## config.mk

```make
export PLATFORM = sky130hd
export DESIGN_NAME = game_session_ctl
export DESIGN_NICKNAME = d
export VERILOG_FILES = /design/src/rtl/game_session_ctl.sv
export SDC_FILE = /design/constraint.sdc
export NUM_CORES = 1
export LEC_CHECK = 0
export ABC_AREA = 1
export BUFFER_PORTS_ARGS = -buffer_cell sky130_fd_sc_hd__buf_2
export CORE_MARGIN = 2
export CORE_UTILIZATION = 57
export CTS_BUF_LIST = sky130_fd_sc_hd__clkbuf_16
export DETAILED_ROUTE_END_ITERATION = 12
export GPL_TIMING_DRIVEN = 0
export PLACE_DENSITY = 0.81
export SYNTH_ARGS = -nofsm -noshare
export SYNTH_HDL_FRONTEND = slang
export SYNTH_SLANG_ARGS = --single-unit
```

## constraint.sdc

```tcl
create_clock -name clk -period 2.6 [get_ports clk]
set_input_delay 0.26 -clock clk [delete_from_list [all_inputs] [get_ports clk]]
set_output_delay 0.26 -clock clk [all_outputs]
set_load 0.03 [all_outputs]
```

## src/rtl/game_session_ctl.sv

```systemverilog
// Multi-round two-player session controller: sequences start/play/result screens,
// exchanges status and score over the UART byte, and accumulates totals and round wins.
module game_session_ctl #(
    parameter int ROUNDS         = 3,
    parameter int SCORE_WIDTH    = 9,
    parameter int TIMEOUT_CYCLES = 0,
    parameter int WIN_MODE       = 0
) (
    input  logic                         clk,
    input  logic                         rst,
    input  logic                         start_click,
    input  logic                         round_done,
    input  logic [6:0]                   my_round_score,
    input  logic [7:0]                   uart_data_in,
    output logic [7:0]                   uart_data_out,
    output logic                         start_screen_enable,
    output logic                         game_enable,
    output logic                         game_enable_posedge,
    output logic                         game_end_enable,
    output logic [$clog2(ROUNDS+1)-1:0]  round_idx,
    output logic [SCORE_WIDTH-1:0]       my_total,
    output logic [SCORE_WIDTH-1:0]       enemy_total,
    output logic [$clog2(ROUNDS+1)-1:0]  my_rounds_won,
    output logic [$clog2(ROUNDS+1)-1:0]  enemy_rounds_won,
    output logic [1:0]                   winner_status,
    output logic                         timeout
);
    localparam int RW   = $clog2(ROUNDS + 1);
    localparam int SW   = SCORE_WIDTH;
    localparam int SMAX = (1 << SW) - 1;
    localparam int TW   = (TIMEOUT_CYCLES > 1) ? $clog2(TIMEOUT_CYCLES) : 1;
    localparam bit TO_EN = (TIMEOUT_CYCLES > 0);
    localparam logic [TW-1:0] TO_LOAD = TO_EN ? TW'(TIMEOUT_CYCLES - 1) : '0;

    typedef enum logic [2:0] {
        S_START, S_WAIT_START, S_PLAY, S_WAIT_END, S_ROUND_RESULT, S_FINAL
    } state_t;

    state_t          state_q, state_d;
    logic [TW-1:0]   wait_cnt_q, wait_cnt_d;
    logic [SW-1:0]   my_round_q, my_round_d, enemy_round_q, enemy_round_d;
    logic [SW-1:0]   my_total_q, my_total_d, enemy_total_q, enemy_total_d;
    logic [RW-1:0]   round_idx_q, round_idx_d, my_wins_q, my_wins_d, enemy_wins_q, enemy_wins_d;
    logic [5:0]      score6_q, score6_d;
    logic            start_flag_q, start_flag_d, ended_flag_q, ended_flag_d;
    logic            sse_q, sse_d, ge_q, ge_d, gep_q, gep_d, gee_q, gee_d, timeout_q, timeout_d;
    logic [1:0]      winner_q, winner_d;

    logic            enemy_start, enemy_ended;
    logic [5:0]      enemy_score;
    assign enemy_start = uart_data_in[7];
    assign enemy_ended = uart_data_in[6];
    assign enemy_score = uart_data_in[5:0];

    function automatic logic [SW-1:0] clamp(input int v);
        if (v > SMAX) return SW'(SMAX);
        return SW'(v);
    endfunction

    function automatic logic [SW-1:0] sat_add(input logic [SW-1:0] a, input logic [SW-1:0] b);
        logic [SW:0] s;
        s = {1'b0, a} + {1'b0, b};
        return s[SW] ? {SW{1'b1}} : s[SW-1:0];
    endfunction

    always_comb begin
        state_d       = state_q;
        wait_cnt_d    = wait_cnt_q;
        my_round_d    = my_round_q;
        enemy_round_d = enemy_round_q;
        my_total_d    = my_total_q;
        enemy_total_d = enemy_total_q;
        round_idx_d   = round_idx_q;
        my_wins_d     = my_wins_q;
        enemy_wins_d  = enemy_wins_q;
        score6_d      = score6_q;
        timeout_d     = 1'b0;
        winner_d      = 2'b00;

        case (state_q)
            S_START: if (start_click) state_d = S_WAIT_START;
            S_WAIT_START: begin
                if (enemy_start && !enemy_ended) begin
                    state_d = S_PLAY;
                end else if (TO_EN && wait_cnt_q == '0) begin
                    state_d   = S_START;
                    timeout_d = 1'b1;
                end else if (TO_EN) begin
                    wait_cnt_d = wait_cnt_q - TW'(1);
                end
            end
            S_PLAY: if (round_done) begin
                score6_d   = (my_round_score > 7'd63) ? 6'd63 : my_round_score[5:0];
                my_round_d = clamp(int'(my_round_score));
                state_d    = S_WAIT_END;
            end
            S_WAIT_END: if (enemy_ended) begin
                enemy_round_d = clamp(int'(enemy_score));
                state_d       = S_ROUND_RESULT;
            end
            S_ROUND_RESULT: begin
                my_total_d    = sat_add(my_total_q, my_round_q);
                enemy_total_d = sat_add(enemy_total_q, enemy_round_q);
                if (my_round_q > enemy_round_q) my_wins_d = my_wins_q + RW'(1);
                else if (enemy_round_q > my_round_q) enemy_wins_d = enemy_wins_q + RW'(1);
                if (round_idx_q == RW'(ROUNDS - 1)) begin
                    state_d = S_FINAL;
                end else begin
                    round_idx_d = round_idx_q + RW'(1);
                    state_d     = S_WAIT_START;
                end
            end
            S_FINAL: if (start_click) state_d = S_START;
            default: state_d = S_START;
        endcase

        // the timeout counter is reloaded on every WAIT_START entry
        if (state_q != S_WAIT_START) wait_cnt_d = TO_LOAD;

        if (state_d == S_START) begin
            my_round_d    = '0;
            enemy_round_d = '0;
            my_total_d    = '0;
            enemy_total_d = '0;
            round_idx_d   = '0;
            my_wins_d     = '0;
            enemy_wins_d  = '0;
            score6_d      = '0;
        end

        if (state_d == S_FINAL) begin
            if (WIN_MODE == 1 && my_wins_d != enemy_wins_d)
                winner_d = (my_wins_d > enemy_wins_d) ? 2'b01 : 2'b10;
            else if (my_total_d != enemy_total_d)
                winner_d = (my_total_d > enemy_total_d) ? 2'b01 : 2'b10;
        end

        sse_d        = (state_d == S_START);
        ge_d         = (state_d == S_PLAY);
        gep_d        = (state_d == S_PLAY) && (state_q != S_PLAY);
        gee_d        = (state_d == S_FINAL);
        start_flag_d = (state_d == S_WAIT_START) || (state_d == S_PLAY);
        ended_flag_d = (state_d == S_WAIT_END) || (state_d == S_ROUND_RESULT) || (state_d == S_FINAL);
    end

    always_ff @(posedge clk) begin
        if (!rst) begin
            state_q       <= S_START;
            wait_cnt_q    <= TO_LOAD;
            my_round_q    <= '0;
            enemy_round_q <= '0;
            my_total_q    <= '0;
            enemy_total_q <= '0;
            round_idx_q   <= '0;
            my_wins_q     <= '0;
            enemy_wins_q  <= '0;
            score6_q      <= '0;
            start_flag_q  <= 1'b0;
            ended_flag_q  <= 1'b0;
            sse_q         <= 1'b1;
            ge_q          <= 1'b0;
            gep_q         <= 1'b0;
            gee_q         <= 1'b0;
            timeout_q     <= 1'b0;
            winner_q      <= 2'b00;
        end else begin
            state_q       <= state_d;
            wait_cnt_q    <= wait_cnt_d;
            my_round_q    <= my_round_d;
            enemy_round_q <= enemy_round_d;
            my_total_q    <= my_total_d;
            enemy_total_q <= enemy_total_d;
            round_idx_q   <= round_idx_d;
            my_wins_q     <= my_wins_d;
            enemy_wins_q  <= enemy_wins_d;
            score6_q      <= score6_d;
            start_flag_q  <= start_flag_d;
            ended_flag_q  <= ended_flag_d;
            sse_q         <= sse_d;
            ge_q          <= ge_d;
            gep_q         <= gep_d;
            gee_q         <= gee_d;
            timeout_q     <= timeout_d;
            winner_q      <= winner_d;
        end
    end

    assign uart_data_out       = {start_flag_q, ended_flag_q, score6_q};
    assign start_screen_enable = sse_q;
    assign game_enable         = ge_q;
    assign game_enable_posedge = gep_q;
    assign game_end_enable     = gee_q;
    assign round_idx           = round_idx_q;
    assign my_total            = my_total_q;
    assign enemy_total         = enemy_total_q;
    assign my_rounds_won       = my_wins_q;
    assign enemy_rounds_won    = enemy_wins_q;
    assign winner_status       = winner_q;
    assign timeout             = timeout_q;
endmodule
```

# Word-level counts from Yosys, hierarchy flattened
# Index checks and enable logic that the tools add are counted.
[classes]
add_sub_neg = 5
n_lt_le_gt_ge = 4
n_eq_ne = 13
n_mux = 15
bitwise = 3
reduce_logical = 15
[ops]
columns = ["op", "n"]
rows = [
  ["2-to-1 mux 9 bit", 6],
  ["2-to-1 mux 3 bit", 6],
  ["one-hot mux 3 bit (6 select lines)", 1],
  ["equality test 3 x 2 -> 1 bit, second input constant", 4],
  ["equality test 3 bit, second input constant", 4],
  ["adder 9 x 6 -> 10 bit", 1],
  ["adder 9 x 7 -> 10 bit", 1],
  ["greater-than comparator 9 bit", 1],
  ["!= test 9 bit", 1],
  ["AND reduction 2 bit", 4],
  ["greater-than comparator 6 x 7 -> 1 bit", 1],
  ["greater-than comparator 7 x 6 -> 1 bit", 1],
  ["greater-than comparator 7 x 6 -> 1 bit, second input constant", 1],
  ["adder 2 x 1 -> 2 bit, second input constant", 3],
  ["equality test 3 x 1 -> 1 bit, second input constant", 2],
  ["logical NOT 3 bit", 2],
  ["2-to-1 mux 6 bit", 1],
  ["AND reduction 3 bit", 2],
  ["logical OR 1 bit", 3],
  ["!= test 3 x 2 -> 1 bit, second input constant", 1],
  ["NOT 1 bit", 3],
  ["equality test 2 bit, second input constant", 1],
  ["logical AND 1 bit", 2],
  ["2-to-1 mux 2 bit", 1],
  ["other kinds (2)", 2],
]
[word_totals]
register_bits = 54
in_bits = 19
elab_cells = 71

# Depth between registers and ports, before layout
[depth]
ltp_word = 8
mapped_depth = 19

# Worst setup path after synthesis
# OpenSTA, ideal clock, no wires.
[synth_timing]
kind = "reg2reg"
from = "register my_total_q[0], in the netlist my_total[0]"
to = "register winner_q[1], in the netlist winner_status[1]"
arrival_time_ns = 2.448
path_slack_ns = 0.032
path_stages_with_launch = 17
n_path_buf = 0
cell_sequence = "dfxtp_1 -> ha_1 -> fa_1 -> nand2_1 -> nand2_1 -> nand3_1 -> nand2_1 -> nand2_1 -> nand2_1 -> o21ai_1 -> nor2_1 -> ha_1 -> nand2_1 -> nor2_1 -> nand3_1 -> o21ai_0 -> nor2_1"
[synth_between]
elab_chain_cells = 6
elab_cells_between_ends = 8
cone_classes = "add/sub: 1; order compare: 1; eq/ne: 1; mux: 4; reduce/logical: 1"
[synth_lines]
columns = ["element", "line", "text"]
rows = [
  ["start, declared", "42", "logic [SW-1:0] my_total_q, my_total_d, enemy_total_q, enemy_total_d;"],
  ["start signal, assigned", "171", "my_total_q <= my_total_d;"],
  ["adder 9 x 7 -> 10 bit *", "62", "s = {1'b0, a} + {1'b0, b};"],
  ["2-to-1 mux 9 bit *", "63", "return s[SW] ? {SW{1'b1}} : s[SW-1:0];"],
  ["2-to-1 mux 9 bit *", "80", "case (state_q)"],
  ["2-to-1 mux 9 bit *", "120", "if (state_d == S_START) begin"],
  ["net my_total_d[6]", "42", ""],
  ["greater-than comparator 9 bit / != test 9 bit (equally long branches)", "135, 134", ""],
  ["2-to-1 mux 2 bit / AND reduction 3 bit (equally long branches)", "--", ""],
  ["end signal, assigned", "184", "winner_q <= winner_d;"],
  ["end, declared", "47", "logic [1:0] winner_q, winner_d;"],
]
# Mark *: on every way through the listed nets, which the timed path passes. The rest lies on a longest branch.
# A chain may end at the register's enable or synchronous reset.

# Worst setup path in the final report
[layout_timing]
from = "register my_round_q[2]"
to = "register winner_q[0], in the netlist winner_status[0]"
[layout_between]
elab_chain_cells = 6
elab_cells_between_ends = 8
cone_classes = "add/sub: 1; order compare: 1; eq/ne: 1; mux: 4; reduce/logical: 1"
[layout_lines]
columns = ["element", "line", "text"]
rows = [
  ["start, declared", "41", "logic [SW-1:0] my_round_q, my_round_d, enemy_round_q, enemy_round_d;"],
  ["start signal, assigned", "169", "my_round_q <= my_round_d;"],
  ["adder 9 x 7 -> 10 bit *", "62", ""],
  ["2-to-1 mux 9 bit *", "63", ""],
  ["2-to-1 mux 9 bit *", "80", ""],
  ["2-to-1 mux 9 bit *", "120", ""],
  ["net my_total_d[7]", "42", ""],
  ["greater-than comparator 9 bit / != test 9 bit (equally long branches)", "135, 134", ""],
  ["2-to-1 mux 2 bit / AND reduction 3 bit (equally long branches)", "--", ""],
]
# Marked as above.

==> impl_results.md <==
* Detail Placement HPWL at 6340 um
* Core ar. at 5956 sq um
* Die W at 82.68 um
* Total power at 1.812 mW
* Clock Path Buffers at 2
* Post-CTS Hold Fix Bufs at 0
* Synth Area per Inst at 7.142 sq um
* Max incr delay on CP at 0.43 ns
* CTS H-tree depth at 2
* Synth Area in XOR/XNOR at 1.738%
* Final #Nets at 607
* Overflow left after global routing at 0
* Number of flops mapped to enable cells by yosys at 0
* RSZ-0062 raised after global routing: yes
* Pwr dens at 422.2 nW/um^2
* Ant. Diodes at 0
* Ys async rst share at 0%
* Register area share after synthesis at 30.64%
* Vias in the first global route at 3128
* Top-area cell type share of the netlist area at 30.64%
* Final count of hold timing violations at 0
* Max IR drop VDD at 0.3649 mV
* Post-synthesis net count at 544
* Worst-Skew Late Latency at 0.29 ns
* Simple-gate share of the synthesized area at 33.19%
* Worst-path clk slew at 0.07 ns
* CTS Sinks at 54
* CTS tree: built
* Max-cap violations at 0
* GPL Wtd Cong at 0.8628
* CP endpoint kind: flop
* CP Data Arrival Time at 2.79 ns
* CP Launch Type: flop
* DIE AREA at 6835 sq um
* Fmax at 386.0 MHz
* Final Core Density at 72.06%
* Top cells by count, synth: nand2_1 (135), inv_1 (56), dfxtp_1 (54), nor2_1 (43), nand3_1 (42)
* Row count at 28
* CP dominant cell by count: nand2_1
* Final setup violation count at 0
* Crit Path Class: reg -> reg
* Post-Synth Adder-Cell Area at 11.42%
* Post-Synthesis Cells at 494
* Pre-Repair DR Iteration Count at 5
* Final slew viol count at 0
* Fin crit period at 2.591 ns
* Share of layout cells above drive strength 1 at 32.80%
* Number of synthesis warnings at 0
* Leak at 2.042 nW
* Flops & latches, synth at 54
* Global-route wire length before repair at 13800 um
* I/O Buffers at 55
* Layout area overhead at 21.63%
* Area leader, netlist: dfxtp_1
* CP bufs+invs at 2
* Max FO, Critical Path at 6
* Die Y at 82.68 um
* Cell with the most instances after synthesis: nand2_1
* Synth top area cells: dfxtp_1 (31%), nand2_1 (14%), ha_1 (10%)
* Starting Density at 59.24%
* Crit path required time at 2.80 ns
* Via density at 5.431
* Mapped Area at 3528 sq um
* Period utilization at 99.64%
* Vias after detailed routing at 3438
* DR DRC count at 0
* Max Clock Skew at 0.005901 ns
* DRT iter0 DRCs at 205
* Num CTS Buffers at 5
* Antenna violations before repair at 0
* Root buffer cell: clkbuf_16
* Io pins at 58
* Fillcell total at 474
* Post-synthesis mux area share at 0%
* Wire per inst at 13.90 um
* Post-route cell area at 4292 sq um
* Netlist cell types at 36
* Ys flop type: dfxtp_1
* WL final at 8797 um
* Crit-path slowest cell: dfxtp_1
* Critical path, cell by cell: ha_4 > nand3_1 > nor2_1 > a21oi_2 > nand2_1 > nand2_2 > nand3_1 > nand2_1 > inv_1 > ha_1 > nand2_1 > o21ai_0 > a21oi_1 > o21ai_2 > nand2_1 > inv_1
* Worst min-delay path class: in -> reg
* DRT antenna net count at 0
* Largest net degree at the start of global routing at 17
* Setup TNS at 0 ns
* Total track usage at 26.07%
* Top Family by Delay on Critical Path: simple AND/OR/NAND/NOR gates
* Status: complete, no violations
* Area after DPL at 3897 sq um
* Largest family of logic cells by synthesized area: simple AND/OR/NAND/NOR gates
* Synth Area in Compound Gates at 12.91%
## worst paths after layout
kind | from | endpoint | slack [ns] | cells past startpoint
max | my_round_q[2]$_SDFFE_PP0P_ | winner_status[0]$_SDFF_PN0_ | 0.009 | 16
max reg2reg | my_round_q[2]$_SDFFE_PP0P_ | winner_status[0]$_SDFF_PN0_ | 0.009 | 16
min reg2reg | score6_q[2]$_SDFFE_PP0P_ | score6_q[2]$_SDFFE_PP0P_ | 0.47 | 2
min | my_round_score[5] | my_round_q[5]$_SDFFE_PP0P_ | 0.22 | 3
## placed cells by master, fill, tap and decap left out, types with 3 or more instances in the layout
| cell | synthesis | layout |
|---|---|---|
| or2_2 | 10 | 10 |
| nor2_4 | 2 | 3 |
| buf_4 | 5 | 6 |
| dfxtp_2 | 0 | 14 |
| dfxtp_1 | 54 | 38 |
| ha_4 | 0 | 7 |
| buf_2 | 3 | 58 |
| o21ai_2 | 0 | 3 |
| inv_1 | 56 | 57 |
| a21oi_2 | 27 | 31 |
| xor2_1 | 4 | 4 |
| nand2_2 | 0 | 9 |
| nor3_1 | 3 | 3 |
| a21oi_1 | 16 | 12 |
| nand3_1 | 42 | 37 |
| nand4_1 | 6 | 6 |
| inv_2 | 4 | 4 |
| nand3_4 | 2 | 3 |
| clkbuf_16 | 0 | 5 |
| nor2_1 | 43 | 42 |
| nand2_1 | 135 | 126 |
| o21ai_0 | 17 | 14 |
| nor2_2 | 7 | 7 |
| nand3_2 | 4 | 8 |
| ha_1 | 29 | 21 |
| buf_8 | 3 | 3 |
| xnor2_1 | 3 | 3 |
## logic make-up (layout without fill, tap and decap cells)
kind of cell             count (synthesis)  count (layout)
flip-flops                              54              54
AO/OA/AOI/OAI                           68              68
XOR/XNOR                                 7               7
buffers and inverters                   75             139
other                                    1               1
AND/OR/NAND/NOR                        258             258
adder cells (fa/ha/maj)                 31              31
## final cells by class
type | instances | area [sq um] | area share (%)
Tap cell | 75 | 93.84 | 2.187
Timing Repair Buffer | 56 | 282.8 | 6.589
Inverter | 61 | 229.0 | 5.335
Multi-Input combinational cell | 365 | 2290 | 53.35
Clock buffer | 5 | 125.1 | 2.915
Buffer | 14 | 123.9 | 2.886
Clock inverter | 3 | 41.29 | 0.9621
Sequential cell | 54 | 1106 | 25.77
## stage by stage
step	instances	hold slack [ns]	worst slack (ns)
global route	633	0.2240	-0.07607
global placement	624	0.4529	-0.09703
CTS	632	0.2250	0.002358
finish	633	0.2203	0.009263
detailed placement	624	0.4592	-0.1584
floorplan	494	0.4042	0.03244
## tightest hold or removal path: cells and delay by family
kind	cells	cell delay, ns
buf+inv	1	0.10
simple gates	1	0.07
compound gates	1	0.04
## where the power goes
part	internal [mW]	switching, mW
Clock	0.452	0.310
Sequential	0.835	0.00574
Combinational	0.0703	0.140
Total	1.36	0.455
## repair_timing
action                                  in CTS  in global routing
resized for setup                           10                 50
setup buffers                                0                  1
endpoints found under the setup margin       2                  2
pin swaps                                    1                 19
## metal layers
layer | vias up | part of all wire, % | GRT usage (%)
met4 | 0 | 2.2 | 9.016
met3 | 22 | 5.4 | 4.348
met5 | - | 0 | 0
met2 | 124 | 48 | 45.73
met1 | 1578 | 44 | 32.19
li1 | 1714 | - | -
## registers in the layout, summed over array words and instances, names as in the netlist
| name | flops |
|---|---|
| ended_flag_q | 1 |
| enemy_round_q | 6 |
| enemy_rounds_won | 2 |
| enemy_total | 9 |
| game_enable | 1 |
| game_enable_posedge | 1 |
| game_end_enable | 1 |
| my_round_q | 7 |
| my_rounds_won | 2 |
| my_total | 9 |
| round_idx | 2 |
| score6_q | 6 |
| start_flag_q | 1 |
| start_screen_enable | 1 |
| state_q | 3 |
| winner_status | 2 |
No activity file was read; power rests on OpenSTA's default activity.
